**src/rtl/alu_pkg.sv**
```systemverilog
// Shared encodings for the ALU decoder and the mul/div sequencer.
package alu_pkg;

  typedef enum logic [1:0] {
    ALU_OP_ADD   = 2'b00,
    ALU_OP_SUB   = 2'b01,
    ALU_OP_FUNCT = 2'b10,
    ALU_OP_RSVD  = 2'b11
  } alu_op_e;

  localparam logic [3:0] ALU_ADD  = 4'b0000;
  localparam logic [3:0] ALU_SUB  = 4'b0001;
  localparam logic [3:0] ALU_AND  = 4'b0010;
  localparam logic [3:0] ALU_OR   = 4'b0011;
  localparam logic [3:0] ALU_XOR  = 4'b0100;
  localparam logic [3:0] ALU_SLT  = 4'b0101;
  localparam logic [3:0] ALU_SLL  = 4'b0110;
  localparam logic [3:0] ALU_SRL  = 4'b0111;
  localparam logic [3:0] ALU_SRA  = 4'b1000;
  localparam logic [3:0] ALU_SLTU = 4'b1001;
  localparam logic [3:0] ALU_MUL  = 4'b1010;
  localparam logic [3:0] ALU_MULH = 4'b1011;
  localparam logic [3:0] ALU_DIV  = 4'b1100;
  localparam logic [3:0] ALU_DIVU = 4'b1101;
  localparam logic [3:0] ALU_REM  = 4'b1110;
  localparam logic [3:0] ALU_REMU = 4'b1111;

  typedef enum logic [2:0] {
    S_IDLE,
    S_EXEC,
    S_ISSUE,
    S_WAIT,
    S_DONE
  } state_e;

endpackage

```
**src/rtl/alu_decode_comb.sv**
```systemverilog
// Combinational alu_op/funct3/funct7 decode with illegal-encoding flag.
module alu_decode_comb
  import alu_pkg::*;
#(
  parameter int EN_EXT = 1,
  parameter int EN_M   = 1,
  parameter int CTRL_W = 4
) (
  input  logic [1:0]        alu_op,
  input  logic [2:0]        funct3,
  input  logic              op_5,
  input  logic              funct7_5,
  input  logic              funct7_0,
  output logic [CTRL_W-1:0] alu_control,
  output logic              is_m,
  output logic              illegal
);

  logic [3:0] code;

  always_comb begin
    code    = ALU_ADD;
    is_m    = 1'b0;
    illegal = 1'b0;
    case (alu_op)
      ALU_OP_ADD: code = ALU_ADD;
      ALU_OP_SUB: code = ALU_SUB;
      ALU_OP_FUNCT: begin
        if (op_5 && funct7_0) begin
          if (EN_M != 0) begin
            is_m = 1'b1;
            case (funct3)
              3'b000:  code = ALU_MUL;
              3'b001:  code = ALU_MULH;
              3'b100:  code = ALU_DIV;
              3'b101:  code = ALU_DIVU;
              3'b110:  code = ALU_REM;
              3'b111:  code = ALU_REMU;
              default: begin
                is_m    = 1'b0;
                illegal = 1'b1;
              end
            endcase
          end else begin
            illegal = 1'b1;
          end
        end else begin
          case (funct3)
            3'b000: code = (op_5 && funct7_5) ? ALU_SUB : ALU_ADD;
            3'b001: code = ALU_SLL;
            3'b010: code = ALU_SLT;
            3'b011: begin
              if (EN_EXT != 0) code = ALU_SLTU;
              else illegal = 1'b1;
            end
            3'b100: code = ALU_XOR;
            3'b101: begin
              if (!funct7_5) code = ALU_SRL;
              else if (EN_EXT != 0) code = ALU_SRA;
              else illegal = 1'b1;
            end
            3'b110: code = ALU_OR;
            default: code = ALU_AND;
          endcase
        end
      end
      default: illegal = 1'b1;
    endcase
    // Illegal encodings always fall back to ADD, whatever was picked above.
    if (illegal) code = ALU_ADD;
    alu_control = code[CTRL_W-1:0];
  end

endmodule

```
**src/rtl/alu_op_sequencer.sv**
```systemverilog
// Registered ALU decode with start/done handshake and mul/div sequencing.
module alu_op_sequencer
  import alu_pkg::*;
#(
  parameter int CTRL_W     = 4,
  parameter int EN_EXT     = 1,
  parameter int EN_M       = 1,
  parameter int MD_TIMEOUT = 64
) (
  input  logic              clk,
  input  logic              rst_n,
  input  logic              start,
  input  logic [1:0]        alu_op,
  input  logic [2:0]        funct3,
  input  logic              op_5,
  input  logic              funct7_5,
  input  logic              funct7_0,
  input  logic              md_done,
  output logic [CTRL_W-1:0] alu_control,
  output logic              md_start,
  output logic              busy,
  output logic              done,
  output logic              illegal,
  output logic              md_timeout
);

  localparam logic [15:0] TMO_LAST = 16'(MD_TIMEOUT - 1);

  state_e            state;
  logic [15:0]       cnt;
  logic [CTRL_W-1:0] dec_ctrl;
  logic              dec_m;
  logic              dec_illegal;

  alu_decode_comb #(
    .EN_EXT (EN_EXT),
    .EN_M   (EN_M),
    .CTRL_W (CTRL_W)
  ) u_decode (
    .alu_op      (alu_op),
    .funct3      (funct3),
    .op_5        (op_5),
    .funct7_5    (funct7_5),
    .funct7_0    (funct7_0),
    .alu_control (dec_ctrl),
    .is_m        (dec_m),
    .illegal     (dec_illegal)
  );

  // Outputs are registered alongside the state transition, so each flag is
  // valid in the same cycle the state it belongs to is entered. S_EXEC is the
  // execute cycle of a single-cycle op ahead of the done pulse.
  always_ff @(posedge clk or negedge rst_n) begin
    if (!rst_n) begin
      state       <= S_IDLE;
      alu_control <= '0;
      md_start    <= 1'b0;
      busy        <= 1'b0;
      done        <= 1'b0;
      illegal     <= 1'b0;
      md_timeout  <= 1'b0;
      cnt         <= '0;
    end else begin
      md_start <= 1'b0;
      done     <= 1'b0;
      case (state)
        S_IDLE: begin
          if (start) begin
            alu_control <= dec_ctrl;
            illegal     <= dec_illegal;
            md_timeout  <= 1'b0;
            busy        <= 1'b1;
            if (dec_m) begin
              state    <= S_ISSUE;
              md_start <= 1'b1;
            end else begin
              state <= S_EXEC;
            end
          end
        end
        S_EXEC: begin
          state <= S_DONE;
          done  <= 1'b1;
        end
        S_ISSUE: begin
          cnt   <= '0;
          state <= S_WAIT;
        end
        S_WAIT: begin
          if (md_done) begin
            state <= S_DONE;
            done  <= 1'b1;
          end else if (cnt == TMO_LAST) begin
            md_timeout <= 1'b1;
            state      <= S_DONE;
            done       <= 1'b1;
          end else begin
            cnt <= cnt + 16'd1;
          end
        end
        S_DONE: begin
          state <= S_IDLE;
          busy  <= 1'b0;
        end
        default: begin
          state <= S_IDLE;
          busy  <= 1'b0;
        end
      endcase
    end
  end

endmodule
```
**config.mk**
```make
export PLATFORM = sky130hd
export DESIGN_NAME = alu_op_sequencer
export DESIGN_NICKNAME = d
export VERILOG_FILES = /design/src/rtl/alu_pkg.sv /design/src/rtl/alu_decode_comb.sv /design/src/rtl/alu_op_sequencer.sv
export SDC_FILE = /design/constraint.sdc
export NUM_CORES = 1
export LEC_CHECK = 0
export CAP_MARGIN = 0
export CORE_MARGIN = 10
export CORE_UTILIZATION = 40
export CTS_BUF_LIST = sky130_fd_sc_hd__clkbuf_8
export CTS_CLUSTER_DIAMETER = 150
export DETAILED_ROUTE_END_ITERATION = 7
export PLACE_DENSITY = 0.69
export SLEW_MARGIN = 30
export SYNTH_ARGS = -nofsm -noshare
export SYNTH_HDL_FRONTEND = slang
export SYNTH_SLANG_ARGS = --single-unit
```
**constraint.sdc**
```tcl
create_clock -name clk -period 4.1 [get_ports clk]
set_input_delay 0.82 -clock clk [delete_from_list [all_inputs] [get_ports clk]]
set_output_delay 0.82 -clock clk [all_outputs]
set_load 0.02 [all_outputs]
```
==> impl_results.md, run 1 <==
* Antenna diode instance count at 0
* Die ar. at 7246 sq um
* Max_cap viols at 0
* Clk pin slew, worst setup/hold paths at 0.10 ns
* Share of cells above drive strength 1 at 0.1050
* Hold path endpoint: alu_control[2]
* Post-CTS Resized at 0
* Worst path cell trace: clkdlybuf4s50_1 > or4b_1 > a311oi_1 > nand2_1 > o21ai_0
* Routed Antenna Nets at 0
* Slew Viols, Final at 0
* Worst-Margin Slew at 0.4405 ns
* Initial DRC count at 72
* Cells after Synth at 182
* Lkg Pwr at 0.8105 nW
* Buffer levels on the longest clock path at 2
* Syn nets at 198
* Total number of vias at 1444
* CTS tree: yes
* CTS hold repair buffers at 0
* Area of the multi-input gates at 924.6 sq um
* FF-to-FF path depth at 4
* Setup Viol. Count Final at 0
* Initial Util at 0.4181
* Post-Layout Inst Area at 1996 sq um
* FF-to-FF End: cnt[0]
* Crit. End Element: flop
* Post-synth ARST share at 1.000
* Die width at 85.13 microns
* Hold Path Class: flop to flop
* Post-Place Cell Area at 1941 sq um
* Sequential share of the synthesized area at 0.4130
* Time the worst path needs with I/O delays and setup at 2.405 ns
* Hold WS at 0.4792 ns
* Clock root buffer: clkbuf_8
* Final period util at 0.5866
* Arrival time at the worst endpoint at 2.61 ns
* First-pass GRT wire length at 5982 microns
* GRT Util Overall at 0.09799
* CTS sink cnt at 28
* FP Rows at 23
* FILL cells at 395
* Critical path type: primary input to flop
* CP Depth at 5
* Distinct cells, synth at 51
* Clk_lat worst skew at 0.28 ns
* Register area at 700.7 sq um
* Outcome: finished, final reports clean
* Area Overhead vs Synth at 17.63%
* Syn Std Cell Area at 1697 sq um
* Relative slew slack at 0.7041
* Critical Path RT at 4.31 ns
* Setup bufs post-CTS at 0
* R2R Setup Slk at 2.13 ns
* Die height at 85.13 microns
* CP max FO at 13
* DR WL/cell at 14.19 microns
* Startpoint types: primary input
* Min-delay src: alu_control[2]
* Via-to-Cell Ratio at 5.776
* CP top delay family: simple AND/OR/NAND/NOR gates
* Share of the synthesized area in the top cell type at 0.4130
* Setup TNS at 0 ns
* Worst r2r src: cnt[12]
* F_max at 415.8 MHz
* Pre-antenna DRT Iters at 4
* H-tree levels at 1
* CP max-delay cell: or4b_1
* Slowest stage delay, CP at 0.67 ns
* Number of global-route vias before repair at 1342
* Commonest cells post-synth: dfrtp_1, nand2_1, a21oi_1, inv_1, o21ai_0
* Top FF cell, synth: dfrtp_1
* PortBufs at 20
* WP buf/inv at 1
* RSZ-0062 raised after global routing: false
* # DRC at 0
* Final hold vios at 0
* Synth Register Bits at 28
* Final HPWL from detailed placement at 2613 microns
* Initial antenna violation count at 0
* Worst setup path startpoint: start
* Cells on Worst Hold Path at 2
* Synth area leaders: dfrtp_1, nand2_1, a21oi_1, ha_1, o21ai_0
* Final nets at 217
* Gr ovfl total at 0
* YS warnings at 0
* Power density cells at 413.8 nW/um^2
* Largest net degree at the start of global routing at 29
* Post-synth EDFFs at 0
* Area leader, netlist: dfrtp_1
* Peak supply drop at 203.7 uV
* TritonCTS buffer count at 3
* Gpl congestion at 0.7828
* Most frequent cell after synthesis: dfrtp_1
* Core area at 4058 sq um
* Post-Route WL at 3547 microns
* Top-Level Pins at 21
* Clk_skew at 0.005607 ns
* Syn_area_per_cell at 9.322 sq um
[area by class of cell]
class,count,share of cell area
Multi-Input combinational cell,136,0.4633
Sequential cell,28,0.3511
Timing Repair Buffer,22,0.1078
Tap cell,50,0.03135
Clock buffer,4,0.02759
Inverter,10,0.01881
[cells in the final DEF, fill, tap and decap left out, types with 2 or more instances in the layout]
cell type / netlist / layout
a211oi_1: 4 / 4
a21oi_1: 13 / 13
a22oi_1: 2 / 2
a31oi_1: 4 / 4
and2_1: 2 / 2
and3b_1: 3 / 3
and4_1: 2 / 2
buf_4: 1 / 2
clkbuf_8: 0 / 4
clkdlybuf4s50_1: 0 / 20
dfrtp_1: 28 / 28
ha_1: 4 / 4
inv_1: 10 / 10
mux2i_1: 3 / 3
nand2_1: 18 / 18
nand2b_1: 3 / 3
nand3_1: 5 / 5
nand3b_1: 2 / 2
nand4_1: 6 / 6
nor2_1: 8 / 8
nor4_4: 2 / 2
o21ai_0: 10 / 10
o31ai_1: 5 / 5
o41ai_1: 2 / 2
or2_2: 3 / 3
or3_1: 5 / 5
or4_1: 4 / 4
or4_4: 2 / 2
[flip-flops by register name (all words and copies together) (netlist names)]
name and flops:
md_start 1, state 3, illegal 1, md_timeout 1, done 1, alu_control 4
busy 1, cnt 16
[where the power goes]
part | internal, mW | switching [mW]
Clock | 0.0863 | 0.0898
Combinational | 0.128 | 0.145
Sequential | 0.325 | 0.0514
[worst min-delay path: stages (launching register included)]
cell and delay [ns]:
dfrtp_1 0.35, nand2_1 0.05, o41ai_1 0.05
[logic make-up after synthesis]
family                   count (synthesis)  share of synthesized area
AND/OR/NAND/NOR                         78                     0.2965
AO/OA/AOI/OAI                           49                     0.1881
flip-flops                              28                     0.4130
buffers and inverters                   18                    0.04204
multiplexers                             5                    0.03097
adder cells (fa/ha/maj)                  4                    0.02950
[worst max-delay path by stage]
stage | slack, ns | to
2_1_floorplan | 2.20 | alu_control[0]
3_3_place_gp | 1.49 | alu_control[0]
3_5_place_dp | 1.40 | alu_control[0]
4_1_cts | 1.70 | alu_control[0]
5_1_grt | 1.61 | alu_control[0]
6_report | 1.69 | alu_control[0]
[stage by stage]
step | power, mW | utilization | std cells | setup WS [ns]
after floorplan | 0.5528 | - | 182 | 2.201
after global placement | 0.6553 | 0.4783 | 246 | 1.486
after detailed placement | 0.6597 | 0.4783 | 246 | 1.401
after CTS | 0.8382 | 0.4918 | 250 | 1.702
after global routing | 0.8777 | 0.4918 | 250 | 1.606
final | 0.8258 | 0.4918 | 250 | 1.695
[routing by layer]
metal	GRT usage	wire, microns	vias up
li1	-	-	723
met3	0.02581	197	7
met5	0	0	-
met1	0.1196	1653	689
met4	0.05389	80	0
met2	0.1526	1616	25
Note: power is estimated with default switching activity, not from simulation.
==> run 2: changes to the inputs <==
==> constraint.sdc (replaced) <==
create_clock -name clk -period 2.5 [get_ports clk]
set_input_delay 0.5 -clock clk [delete_from_list [all_inputs] [get_ports clk]]
set_output_delay 0.5 -clock clk [all_outputs]
set_load 0.02 [all_outputs]
==> run 2 against run 1 <==
Effect of this change: global-route usage is 0.90 points higher; die area did not move; combinational power is 68% higher; setup slack worse by 1.2 ns.
==> impl_results.md, run 2 (synthesized netlist as in run 1, its figures left out) <==
* Outcome: finished, final reports clean
* Total number of vias at 1440
* Setup TNS at 0 ns
* Min-delay src: alu_control[2]
* Final HPWL from detailed placement at 2787 microns
* Top sig layer: met4
* Largest register FFs at 16
* Buffer levels on the longest clock path at 2
* Metal3 WL at 170 microns
* DR WL/cell at 15.06 microns
* FP Rows at 23
* Number of global-route vias before repair at 1478
* Crit. End Element: flop
* Antenna diode instance count at 0
* Arrival time at the worst endpoint at 2.16 ns
* Final nets at 218
* Hold path endpoint: alu_control[2]
* RSZ-0062 raised after global routing: false
* Startpoint types: flop
* FF-to-FF path depth at 4
* TritonCTS buffer count at 3
* Clk_skew at 0.002792 ns
* Lkg Pwr at 0.8149 nW
* Post-Route WL at 3780 microns
* Die ar. at 7246 sq um
* R2R Setup Slk at 0.50 ns
* Via-to-Cell Ratio at 5.737
* Post-CTS Resized at 0
* Gpl congestion at 0.8092
* Peak supply drop at 360.4 uV
* GRT Util Overall at 0.1069
* Most common cell after layout, fill and taps aside: dfrtp_1
* Worst r2r src: cnt[12]
* Critical Path RT at 2.66 ns
* Cells on Worst Hold Path at 2
* H-tree levels at 1
* Area Overhead vs Synth at 18.07%
* CTS sink cnt at 28
* FF-to-FF End: cnt[0]
* First-pass GRT wire length at 6568 microns
* Critical path type: flop to flop
* Hold Path Class: flop to flop
* Gr ovfl total at 0
* Initial DRC count at 119
* Clock root buffer: clkbuf_8
* PortBufs at 20
* Initial Util at 0.4181
* Setup Viol. Count Final at 0
* Max_cap viols at 0
* Top-Level Pins at 21
* Most frequent cells in the layout: dfrtp_1, clkdlybuf4s50_1, nand2_1
* FILL cells at 383
* Final hold vios at 0
* # DRC at 0
* Dpl cells at 247
* Worst-Margin Slew at 0.4306 ns
* Largest Register: cnt
* Core area at 4058 sq um
* Relative slew slack at 0.7108
* Die height at 85.13 microns
* Clk_lat worst skew at 0.27 ns
* Routed wl met2 at 1745 microns
* Clk pin slew, worst setup/hold paths at 0.10 ns
* CTS tree: yes
* Pre-antenna DRT Iters at 4
* Regs by FF count: cnt: 16 flops, alu_control: 4 flops, state: 3 flops
* Slew Viols, Final at 0
* Routed Antenna Nets at 0
* Largest net degree at the start of global routing at 29
* CP max FO at 6
* Initial antenna violation count at 0
* CTS hold repair buffers at 0
* Die width at 85.13 microns
* Hold WS at 0.4816 ns
* Time the worst path needs with I/O delays and setup at 1.999 ns
* Share of cells above drive strength 1 at 0.1095
* F_max at 500.2 MHz
* Setup bufs post-CTS at 0
* Power density cells at 682.6 nW/um^2
* Final period util at 0.7997
* DRT met1 WL at 1819 microns
* Layout Cells excl Fill at 251
==> run 2: changes by cell type in the layout (fill, tap and decap cells not counted) <==
| cell | previous run | this run |
|---|---|---|
| buf_4 | 2 | 3 |
==> run 2: worst max path at each step <==
stage | from | slack, ns | end | cells past startpoint
floorplan | cnt[12] | 0.68 | cnt[0] | 4
global placement | md_done | 0.35 | cnt[10] | 5
detailed placement | md_done | 0.29 | cnt[8] | 5
CTS | cnt[12] | 0.49 | cnt[0] | 4
global route | md_done | 0.42 | cnt[14] | 5
finish | cnt[12] | 0.50 | cnt[0] | 4
==> run 2: report_power, final <==
part           total, mW  internal [mW]  switching, mW
registers          0.622          0.534         0.0882
logic              0.460          0.217          0.243
clock network      0.285          0.141          0.144
==> run 2: metal layers <==
| metal | GRT usage | vias to the layer above |
|---|---|---|
| met4 | 0.04641 | 0 |
| met5 | 0 | - |
| met3 | 0.02868 | 2 |
| met2 | 0.1751 | 24 |
| li1 | - | 722 |
| met1 | 0.1278 | 692 |
==> run 2: through the flow <==
step           setup slack [ns]  area (sq um)  power [mW]    util
6_report                 0.5007          2003       1.367  0.4937
3_3_place_gp             0.3539          1948       1.082  0.4801
4_1_cts                  0.4856          2003       1.384  0.4937
5_1_grt                  0.4188          2003       1.460  0.4937
2_1_floorplan            0.6781          1697      0.9065       -
3_5_place_dp             0.2912          1948       1.096  0.4801
==> run 2: area by class of cell <==
cell class | count | area (sq um) | area share
well taps | 50 | 62.56 | 0.03123
multi-input cells | 136 | 924.6 | 0.4616
clock buffers | 4 | 55.05 | 0.02748
flip-flops and latches | 28 | 700.7 | 0.3498
repair buffers | 23 | 222.7 | 0.1112
inverters | 10 | 37.54 | 0.01874
==> run 2: critical path, stage by stage (launching register included) <==
cell and delay [ns]:
dfrtp_1 0.42, or4_4 0.60, nor4_4 0.42, a21oi_2 0.13, mux2_1 0.32
==> run 3: changes to the inputs <==
--- a/config.mk
+++ b/config.mk
@@ -11,7 +11,7 @@
 export CTS_BUF_LIST = sky130_fd_sc_hd__clkbuf_8
 export CTS_CLUSTER_DIAMETER = 150
 export DETAILED_ROUTE_END_ITERATION = 7
-export PLACE_DENSITY = 0.69
+export PLACE_DENSITY = 0.71
 export SLEW_MARGIN = 30
 export SYNTH_ARGS = -nofsm -noshare
 export SYNTH_HDL_FRONTEND = slang
==> constraint.sdc (replaced) <==
create_clock -name clk -period 1.6 [get_ports clk]
set_input_delay 0.32 -clock clk [delete_from_list [all_inputs] [get_ports clk]]
set_output_delay 0.32 -clock clk [all_outputs]
set_load 0.02 [all_outputs]
==> run 3 against run 2 <==
Effect of this change: the flow now finishes with violations (setup timing); sequential cell count stayed put; fmax is 7.0% higher; via count is 22% higher; largest cell class unchanged; highest routed layer unchanged.
==> impl_results.md, run 3 (synthesized netlist as in run 1, its figures left out) <==
* Pre-CTS setup slack at -0.4368 ns
* Gpl congestion at 0.7763
* Largest Register: cnt
* CTS tree: yes
* Critical Path RT at 1.77 ns
* FF-to-FF End: cnt[0]
* Total number of vias at 1756
* Regs by FF count: cnt: 16 flops, alu_control: 4 flops, state: 3 flops
* FP Rows at 23
* F_max at 535.2 MHz
* Critical path type: flop to flop
* Dpl cells at 299
* CTS hold repair buffers at 0
* Time the worst path needs with I/O delays and setup at 1.869 ns
* Slew Viols, Final at 0
* Post-Route WL at 4834 microns
* Share of cells above drive strength 1 at 0.3870
* Area Overhead vs Synth at 55.60%
* Core area at 4058 sq um
* Clk_lat worst skew at 0.27 ns
* Final HPWL from detailed placement at 3334 microns
* Relative slew slack at 0.7587
* Most common cell after layout, fill and taps aside: buf_4
* CP max FO at 5
* RSZ-0062 raised after global routing: true
* CTS sink cnt at 28
* Clk pin slew, worst setup/hold paths at 0.10 ns
* Initial antenna violation count at 0
* Most frequent cells in the layout: buf_4, dfrtp_1, nand2_1
* Setup Viol. Count Final at 17
* GRT Util Overall at 0.1268
* Final nets at 278
* TritonCTS buffer count at 3
* Die height at 85.13 microns
* Setup TNS at -3.135 ns
* Startpoint types: flop
* Initial Util at 0.4181
* # DRC at 0
* Die ar. at 7246 sq um
* Antenna diode instance count at 0
* Routed Antenna Nets at 0
* Largest net degree at the start of global routing at 29
* Outcome: finished with violations
* Pre-antenna DRT Iters at 4
* Worst r2r src: cnt[7]
* Clk_skew at 0.004353 ns
* Final hold vios at 0
* Top-Level Pins at 21
* DR WL/cell at 15.54 microns
* Arrival time at the worst endpoint at 2.03 ns
* Worst-Margin Slew at 0.3620 ns
* Die width at 85.13 microns
* Post-Layout Inst Area at 2640 sq um
* R2R Setup Slk at -0.27 ns
* Peak supply drop at 566.9 uV
* FILL cells at 333
* Final period util at 1.168
* Gr ovfl total at 0
* FF-to-FF path depth at 5
* Layout Cells excl Fill at 311
* Via-to-Cell Ratio at 5.646
* Clock root buffer: clkbuf_8
* Post-Place Cell Area at 2355 sq um
* PortBufs at 20
* Final worst slack at -0.2686 ns
* Number of global-route vias before repair at 1697
* Crit. End Element: flop
* Lkg Pwr at 1.249 nW
* H-tree levels at 1
* Initial DRC count at 101
* First-pass GRT wire length at 7803 microns
* Largest register FFs at 16
* Failing checks: setup timing
* Power density cells at 954.3 nW/um^2
* Hold Path Class: primary input to asynchronous set/reset pin
* Max_cap viols at 0
* Layout Utilization at 0.6506
* Buffer levels on the longest clock path at 2
-- run 3: cell types whose count changed in the layout (fill, tap and decap cells not counted), moves of 4 or more --
cell | before | now
buf_4 | 3 | 55
buf_6 | 0 | 8
clkdlybuf4s50_1 | 20 | 13
dlymetal6s2s_1 | 0 | 6
o31ai_1 | 5 | 1
-- run 3: final cells by class --
class	instances	area, sq um	area share
clock buffer	4	55.05	0.02085
inverter	10	37.54	0.01422
multi-input combinational	136	1067	0.4043
sequential	28	700.7	0.2654
tap	50	62.56	0.02370
timing repair buffer	83	716.9	0.2716
-- run 3: how the worst max path moves through the flow --
| stage | startpoint | to | slack (ns) | depth (start not counted) |
|---|---|---|---|---|
| 6_report | cnt[7] | cnt[0] | -0.27 | 5 |
| 2_1_floorplan | cnt[15] | cnt[0] | -0.21 | 4 |
| 3_3_place_gp | md_done | cnt[12] | -0.32 | 6 |
| 5_1_grt | cnt[7] | cnt[0] | -0.31 | 5 |
| 4_1_cts | cnt[7] | cnt[0] | -0.24 | 5 |
| 3_5_place_dp | md_done | cnt[12] | -0.44 | 6 |
-- run 3: worst max-delay path, stage by stage, from the launching register on --
cell,delay (ns)
dfrtp_1,0.39
or4b_4,0.59
nor4_4,0.22
buf_4,0.18
a21oi_2,0.07
mux2_4,0.31
-- run 3: routing by layer --
layer,share of wire,GRT usage,up-vias
met3,0.033,0.02581,8
met2,0.52,0.2166,33
met4,0.017,0.04641,0
met1,0.43,0.1522,872
li1,-,-,843
met5,0,0,-
-- run 3: metrics by stage --
step	power, mW	hold WS (ns)
floorplan	1.434	0.02441
global placement	1.939	0.4678
detailed placement	1.970	0.4734
CTS	2.449	0.4268
global route	2.654	0.4589
finish	2.519	0.4087
-- run 3: power breakdown --
part           internal (mW)  switching [mW]
logic                  0.604           0.546
clock network          0.220           0.226
registers              0.835          0.0883
-- run 3: what timing repair did --
item / 4_1_cts / 5_1_grt
pin swaps: 16 / 11
gates resized for setup: 17 / 24
setup buffers: 4 / 7
endpoints found under the setup margin: 22 / 26
